**config.mk**
```make
export PLATFORM = sky130hd
export DESIGN_NAME = wb_commit_queue
export DESIGN_NICKNAME = d
export VERILOG_FILES = /design/src/rtl/wb_commit_queue_pkg.sv /design/src/rtl/wb_commit_queue_fifo.sv /design/src/rtl/wb_commit_queue.sv
export SDC_FILE = /design/constraint.sdc
export NUM_CORES = 1
export LEC_CHECK = 0
export ABC_CLOCK_PERIOD_IN_PS = 10800
export BUFFER_PORTS_ARGS = -buffer_cell sky130_fd_sc_hd__buf_2
export CORE_UTILIZATION = 54
export DETAILED_ROUTE_END_ITERATION = 10
export MAX_ROUTING_LAYER = met4
export PLACE_DENSITY = 0.83
export SYNTH_ARGS = -nofsm -noshare
export SYNTH_HDL_FRONTEND = slang
export SYNTH_SLANG_ARGS = --single-unit
```
**constraint.sdc**
```tcl
create_clock -name clk -period 10.8 [get_ports clk]
set_input_delay 2.16 -clock clk [delete_from_list [all_inputs] [get_ports clk]]
set_output_delay 2.16 -clock clk [all_outputs]
set_load 0.005 [all_outputs]
```
**src/rtl/wb_commit_queue_pkg.sv**
```systemverilog
// Shared types for the WB commit queue: the retirement write-enable struct,
// the stored commit entry, and the helper that builds an entry with Wen already masked.
package wb_commit_queue_pkg;

    typedef struct packed {
        logic RFWr;
        logic HIWr;
        logic LOWr;
        logic CP0Wr;
    } RegsWrType;

    typedef struct packed {
        logic [31:0] pc;
        logic [31:0] instr;
        logic [3:0]  wen;
        logic [4:0]  wnum;
        logic [31:0] wdata;
    } commit_entry_t;

    localparam logic [3:0] WEN_ALL  = 4'hF;
    localparam logic [3:0] WEN_NONE = 4'h0;

    // Writes to $zero are not architectural, so they are stored as "no write".
    function automatic commit_entry_t make_entry(
        input logic [31:0] pc,
        input logic [31:0] instr,
        input logic [4:0]  dst,
        input logic [31:0] result,
        input logic        rfwr
    );
        commit_entry_t e;
        e.pc    = pc;
        e.instr = instr;
        if (rfwr && (dst != 5'd0)) begin
            e.wen   = WEN_ALL;
            e.wnum  = dst;
            e.wdata = result;
        end else begin
            e.wen   = WEN_NONE;
            e.wnum  = 5'd0;
            e.wdata = 32'd0;
        end
        return e;
    endfunction

endpackage

```
**src/rtl/wb_commit_queue_fifo.sv**
```systemverilog
// Circular storage for commit entries: head/tail pointers, occupancy counter
// and the next-state occupancy used by the stall register in the top level.
module commit_fifo
    import wb_commit_queue_pkg::*;
#(
    parameter int  DEPTH = 8,
    parameter type T     = commit_entry_t
) (
    input  logic                     clk,
    input  logic                     rst,
    input  logic                     push,
    input  logic                     pop,
    input  T                         din,
    output T                         dout,
    output logic [$clog2(DEPTH):0]   next_occupancy,
    output logic                     full,
    output logic                     empty
);

    localparam int             AW       = $clog2(DEPTH);
    localparam logic [AW:0]    FULL_OCC = (AW+1)'(DEPTH);
    localparam logic [AW:0]    OCC_ZERO = (AW+1)'(0);
    localparam logic [AW:0]    OCC_ONE  = (AW+1)'(1);
    localparam logic [AW-1:0]  PTR_ZERO = AW'(0);
    localparam logic [AW-1:0]  PTR_ONE  = AW'(1);

    T              mem_r [DEPTH];
    logic [AW-1:0] head_r;
    logic [AW-1:0] tail_r;
    logic [AW:0]   occ_r;
    logic [AW:0]   occ_next_s;
    logic          do_push_s;
    logic          do_pop_s;

    assign empty     = (occ_r == OCC_ZERO);
    assign full      = (occ_r == FULL_OCC);
    assign do_pop_s  = pop & ~empty;
    // A pop in the same cycle frees the slot, so a full queue can still accept.
    assign do_push_s = push & (~full | do_pop_s);

    // Next-state occupancy from the effective push/pop pair.
    always_comb begin
        occ_next_s = occ_r;
        case ({do_push_s, do_pop_s})
            2'b10:   occ_next_s = occ_r + OCC_ONE;
            2'b01:   occ_next_s = occ_r - OCC_ONE;
            default: occ_next_s = occ_r;
        endcase
    end

    // Pointer and occupancy registers with synchronous active-low reset.
    always_ff @(posedge clk) begin
        if (!rst) begin
            head_r <= PTR_ZERO;
            tail_r <= PTR_ZERO;
            occ_r  <= OCC_ZERO;
        end else begin
            if (do_push_s) tail_r <= tail_r + PTR_ONE;
            if (do_pop_s)  head_r <= head_r + PTR_ONE;
            occ_r <= occ_next_s;
        end
    end

    // Entry storage; contents are don't-care until covered by occupancy.
    always_ff @(posedge clk) begin
        if (do_push_s) mem_r[tail_r] <= din;
    end

    assign dout           = empty ? T'('0) : mem_r[head_r];
    assign next_occupancy = occ_next_s;

endmodule

```
**src/rtl/wb_commit_queue.sv**
```systemverilog
// Commit queue after the WB register: buffers retirements into a valid/ready
// trace stream, requests a pipeline stall near full and counts commits.
module wb_commit_queue
    import wb_commit_queue_pkg::*;
#(
    parameter int DEPTH     = 8,
    parameter int AFULL_THR = 6
) (
    input  logic        clk,
    input  logic        rst,
    input  logic        WB_Valid,
    input  logic [31:0] WB_PC,
    input  logic [31:0] WB_Instr,
    input  logic [4:0]  WB_Dst,
    input  logic [31:0] WB_Result,
    input  RegsWrType   WB_RegsWrType,
    input  logic        Commit_Ready,
    output logic        Commit_Valid,
    output logic [31:0] Commit_PC,
    output logic [31:0] Commit_Instr,
    output logic [3:0]  Commit_Wen,
    output logic [4:0]  Commit_Wnum,
    output logic [31:0] Commit_Wdata,
    output logic        Commit_Stall,
    output logic        Commit_Overflow,
    output logic [63:0] Commit_Count
);

    localparam int          AW    = $clog2(DEPTH);
    localparam logic [AW:0] THR_C = (AW+1)'(AFULL_THR);

    commit_entry_t wb_entry_s;
    commit_entry_t head_s;
    logic [AW:0]   next_occ_s;
    logic          full_s;
    logic          empty_s;
    logic          pop_s;
    logic          stall_r;
    logic          overflow_r;
    logic [63:0]   count_r;
    logic          unused_regs_s;

    assign unused_regs_s = ^{WB_RegsWrType.HIWr, WB_RegsWrType.LOWr, WB_RegsWrType.CP0Wr};

    assign wb_entry_s = make_entry(WB_PC, WB_Instr, WB_Dst, WB_Result, WB_RegsWrType.RFWr);
    assign pop_s      = Commit_Valid & Commit_Ready;

    commit_fifo #(
        .DEPTH (DEPTH),
        .T     (commit_entry_t)
    ) u_fifo (
        .clk            (clk),
        .rst            (rst),
        .push           (WB_Valid),
        .pop            (pop_s),
        .din            (wb_entry_s),
        .dout           (head_s),
        .next_occupancy (next_occ_s),
        .full           (full_s),
        .empty          (empty_s)
    );

    // Stall, sticky overflow flag and the commit counter.
    always_ff @(posedge clk) begin
        if (!rst) begin
            stall_r    <= 1'b0;
            overflow_r <= 1'b0;
            count_r    <= 64'd0;
        end else begin
            stall_r <= (next_occ_s >= THR_C);
            if (WB_Valid && full_s && !pop_s) overflow_r <= 1'b1;
            if (pop_s) count_r <= count_r + 64'd1;
        end
    end

    assign Commit_Valid    = ~empty_s;
    assign Commit_PC       = head_s.pc;
    assign Commit_Instr    = head_s.instr;
    assign Commit_Wen      = head_s.wen;
    assign Commit_Wnum     = head_s.wnum;
    assign Commit_Wdata    = head_s.wdata;
    assign Commit_Stall    = stall_r;
    assign Commit_Overflow = overflow_r;
    assign Commit_Count    = count_r;

endmodule

```
==> impl_metrics.tcl <==
set metrics [dict create \
    status "finished clean" \
    period_minus_slack_ns 5.880 \
    tns_ns 0 \
    clockBufferDepth 3 \
    syn_area_per_cell_um2 19.51 \
    route.met2.wl_um 37730 \
    synth_compound_area_share_pct 1.490 \
    clkSlewWorstSetupHoldPaths_ns 0.06 \
    synthTopCellsByArea "edfxtp_1, mux4_2, dfxtp_1" \
    start_util_pct 54.92 \
    cp_max_fo 105 \
    cts_setup_buffers 0 \
    intPower_w 0.006158 \
    fin_ws_ns 4.920 \
    yosys.area_share.simple_pct 5.020 \
    drt_wl_total_um 73820 \
    dieWidth_um 255.8 \
    setup_viol 0 \
    grt_pass1_vias 18680 \
    die_h_um 255.8 \
    vdd.ir_drop.worst_mv 0.1500 \
    leakage_nw 13.06 \
    cts_sinks 895 \
    clk_latency_ns 0.65 \
    multi_input_area_mm2 0.008300 \
    grtUsageTotal_pct 23.29 \
    cts_root_buf "clkbuf_16" \
    boundaryPins 281 \
    dr_total_vias 18038 \
    post-route-period-util_pct 54.45 \
    pre_cts_slack_ns 5.182 \
    synthesis.nets 1895 \
    cts_made_buffers 90 \
    synth_cell_types 41 \
    top_layer "met4" \
    crit_path_end_kind "output pin" \
    yosysTopAreaCell "edfxtp_1" \
    cts_tree "yes" \
    synth_edf_count 816 \
    grt_first_pass_wirelength_um 111300 \
    synth_flop_cell "edfxtp_1" \
    dp_hpwl_um 38530 \
    antenna_found_initial 11 \
    grt_max_degree 106 \
    firstDrtPassIters 9 \
    syn_inst 1782 \
    worst_slew_pin_slew_ns 1.124 \
    fin_nets 2195 \
    cts-htree-levels 3 \
    rows 92 \
    drt-met1-wl_um 29410 \
    wl_per_cell_um 24.49 \
    finalClockSkew_ns 0.05330 \
    cts-resized-gates 0 \
    syn_area_mm2 0.03477 \
    fill_cells 4270 \
    drc 0 \
    avgViaCountPerCell 5.985 \
    yosysMostFrequentCell "edfxtp_1" \
    drive_above_1_share_pct 30.69 \
    combPwrFrac_pct 12.2 \
    synth-seq-area-share_pct 75.02 \
    cts_hold_buffers 0 \
    rsz0062_at_grt "no" \
    cp-start-kind "register" \
    switching_power_w 0.001886 \
    drtIter0Drc 1699 \
    io_buffers 277 \
    p_seq_share_pct 48.7 \
    maxCapViolations 0 \
    crit_type "register to output pin" \
    swShare_pct 23.45 \
    hold_viol_final 0 \
    synth_common_cells "edfxtp_1, mux4_2, nor2_1" \
    fp.coreArea_mm2 0.06331 \
    design_area_mm2 0.04018 \
    power_density_mw_per_mm2 200.2 \
    fmax_mhz 170.1 \
    grt_overflow 0 \
    place.gp.congestion 0.8545 \
    maxSlewViolCount 0 \
    muxShareOfSynthArea_pct 16.21 \
    cp.required_ns 8.64 \
    place_area_mm2 0.03711 \
    finalNonFillerCells 3014 \
    synth_top_area_share_pct 70.47 \
    worstPathArrival_ns 3.72 \
    synthAdderAreaFrac_pct 0.1439 \
    register_area_mm2 0.02610 \
    postSynth.asyncResetShare_pct 0 \
    syn2layout_area_growth_pct 15.57 \
    wl_met3_um 5060 \
    dieArea_mm2 0.06541 \
    ant_nets 0 \
    synth_warnings 0 \
    synth_top_family_by_area "multiplexers" \
    place_inst 2836 \
    ys_seq_elements 895 \
    synth_xor_area_share_pct 0.8061 \
    power_frac_clock_pct 39.0 \
    relSlewSlack_pct 25.08 \
    hold_path_class "register to register" \
]
-- final timing paths --
check | start | end | slack [ns] | depth (start not counted)
min | u_fifo.head_r[1] | register | 0.47 | 2
max reg2reg | u_fifo.occ_r[1] | u_fifo.mem_r[0][54] | 7.02 | 6
min reg2reg | u_fifo.head_r[1] | register | 0.47 | 2
max | register | Commit_Wen[1] | 4.92 | 5
-- worst max-delay path: stages (launching register included) --
cell and delay, ns:
dfxtp_4 1.03, buf_12 0.72, mux4_2 0.60, mux2i_1 0.29
nor2_1 0.15, buf_2 0.21
-- final cells by class --
type	instances	area share [%]
Inverter	12	0.1121
Antenna cell	11	0.06850
Multi-Input combinational cell	778	20.66
Sequential cell	895	64.94
Timing Repair Buffer	305	4.004
Tap cell	846	2.634
Clock buffer	112	5.966
Clock inverter	55	1.619
-- cell families after synthesis --
kind of cell / Yosys count
buf+inv: 109
xor+xnor: 32
mux: 308
compound gates: 88
flops: 895
simple gates: 346
fa+ha+maj: 4
-- registers in the layout, summed over array words and instances, names as in the netlist, named ones only --
name	flops
Commit_Count	64
Commit_Overflow	1
Commit_Stall	1
u_fifo.head_r	3
u_fifo.mem_r	816
u_fifo.occ_r	4
u_fifo.tail_r	3
-- stage by stage --
step                total power, W  hold slack (ns)  util (%)
floorplan                 0.004635           0.4541         -
global placement          0.004959           0.4544     58.61
detailed placement        0.004983           0.4616     58.61
CTS                       0.008122           0.4785     63.43
global route              0.008315           0.5089     63.47
finish                    0.008044           0.4729     63.47
-- placed cells by master, fill, tap and decap left out, types with 25 or more instances in the layout --
cell type	Yosys	routed
nor2_1	147	141
buf_4	4	27
mux4_2	204	204
dfxtp_1	79	76
clkbuf_16	0	92
and2_1	47	47
nand3_1	26	26
edfxtp_1	816	816
buf_2	25	277
a21oi_1	40	40
nand4_1	25	25
nand2_1	31	31
mux2i_1	104	104
-- power groups by stage --
stage	Combinational (W)	Sequential, W	Clock [W]
after detailed placement	0.000988	0.00400	0
after floorplan	0.000681	0.00395	0
after CTS	0.000999	0.00392	0.00320
after global placement	0.000971	0.00399	0
final	0.000983	0.00392	0.00314
after global routing	0.00106	0.00393	0.00332
-- per-layer routing --
metal,track usage [%],vias to the layer above
met5,-,-
met4,7.086,0
met3,4.654,114
met2,38.36,730
met1,29.41,9386
li1,-,7808
Power figures use the tool's default switching activity.
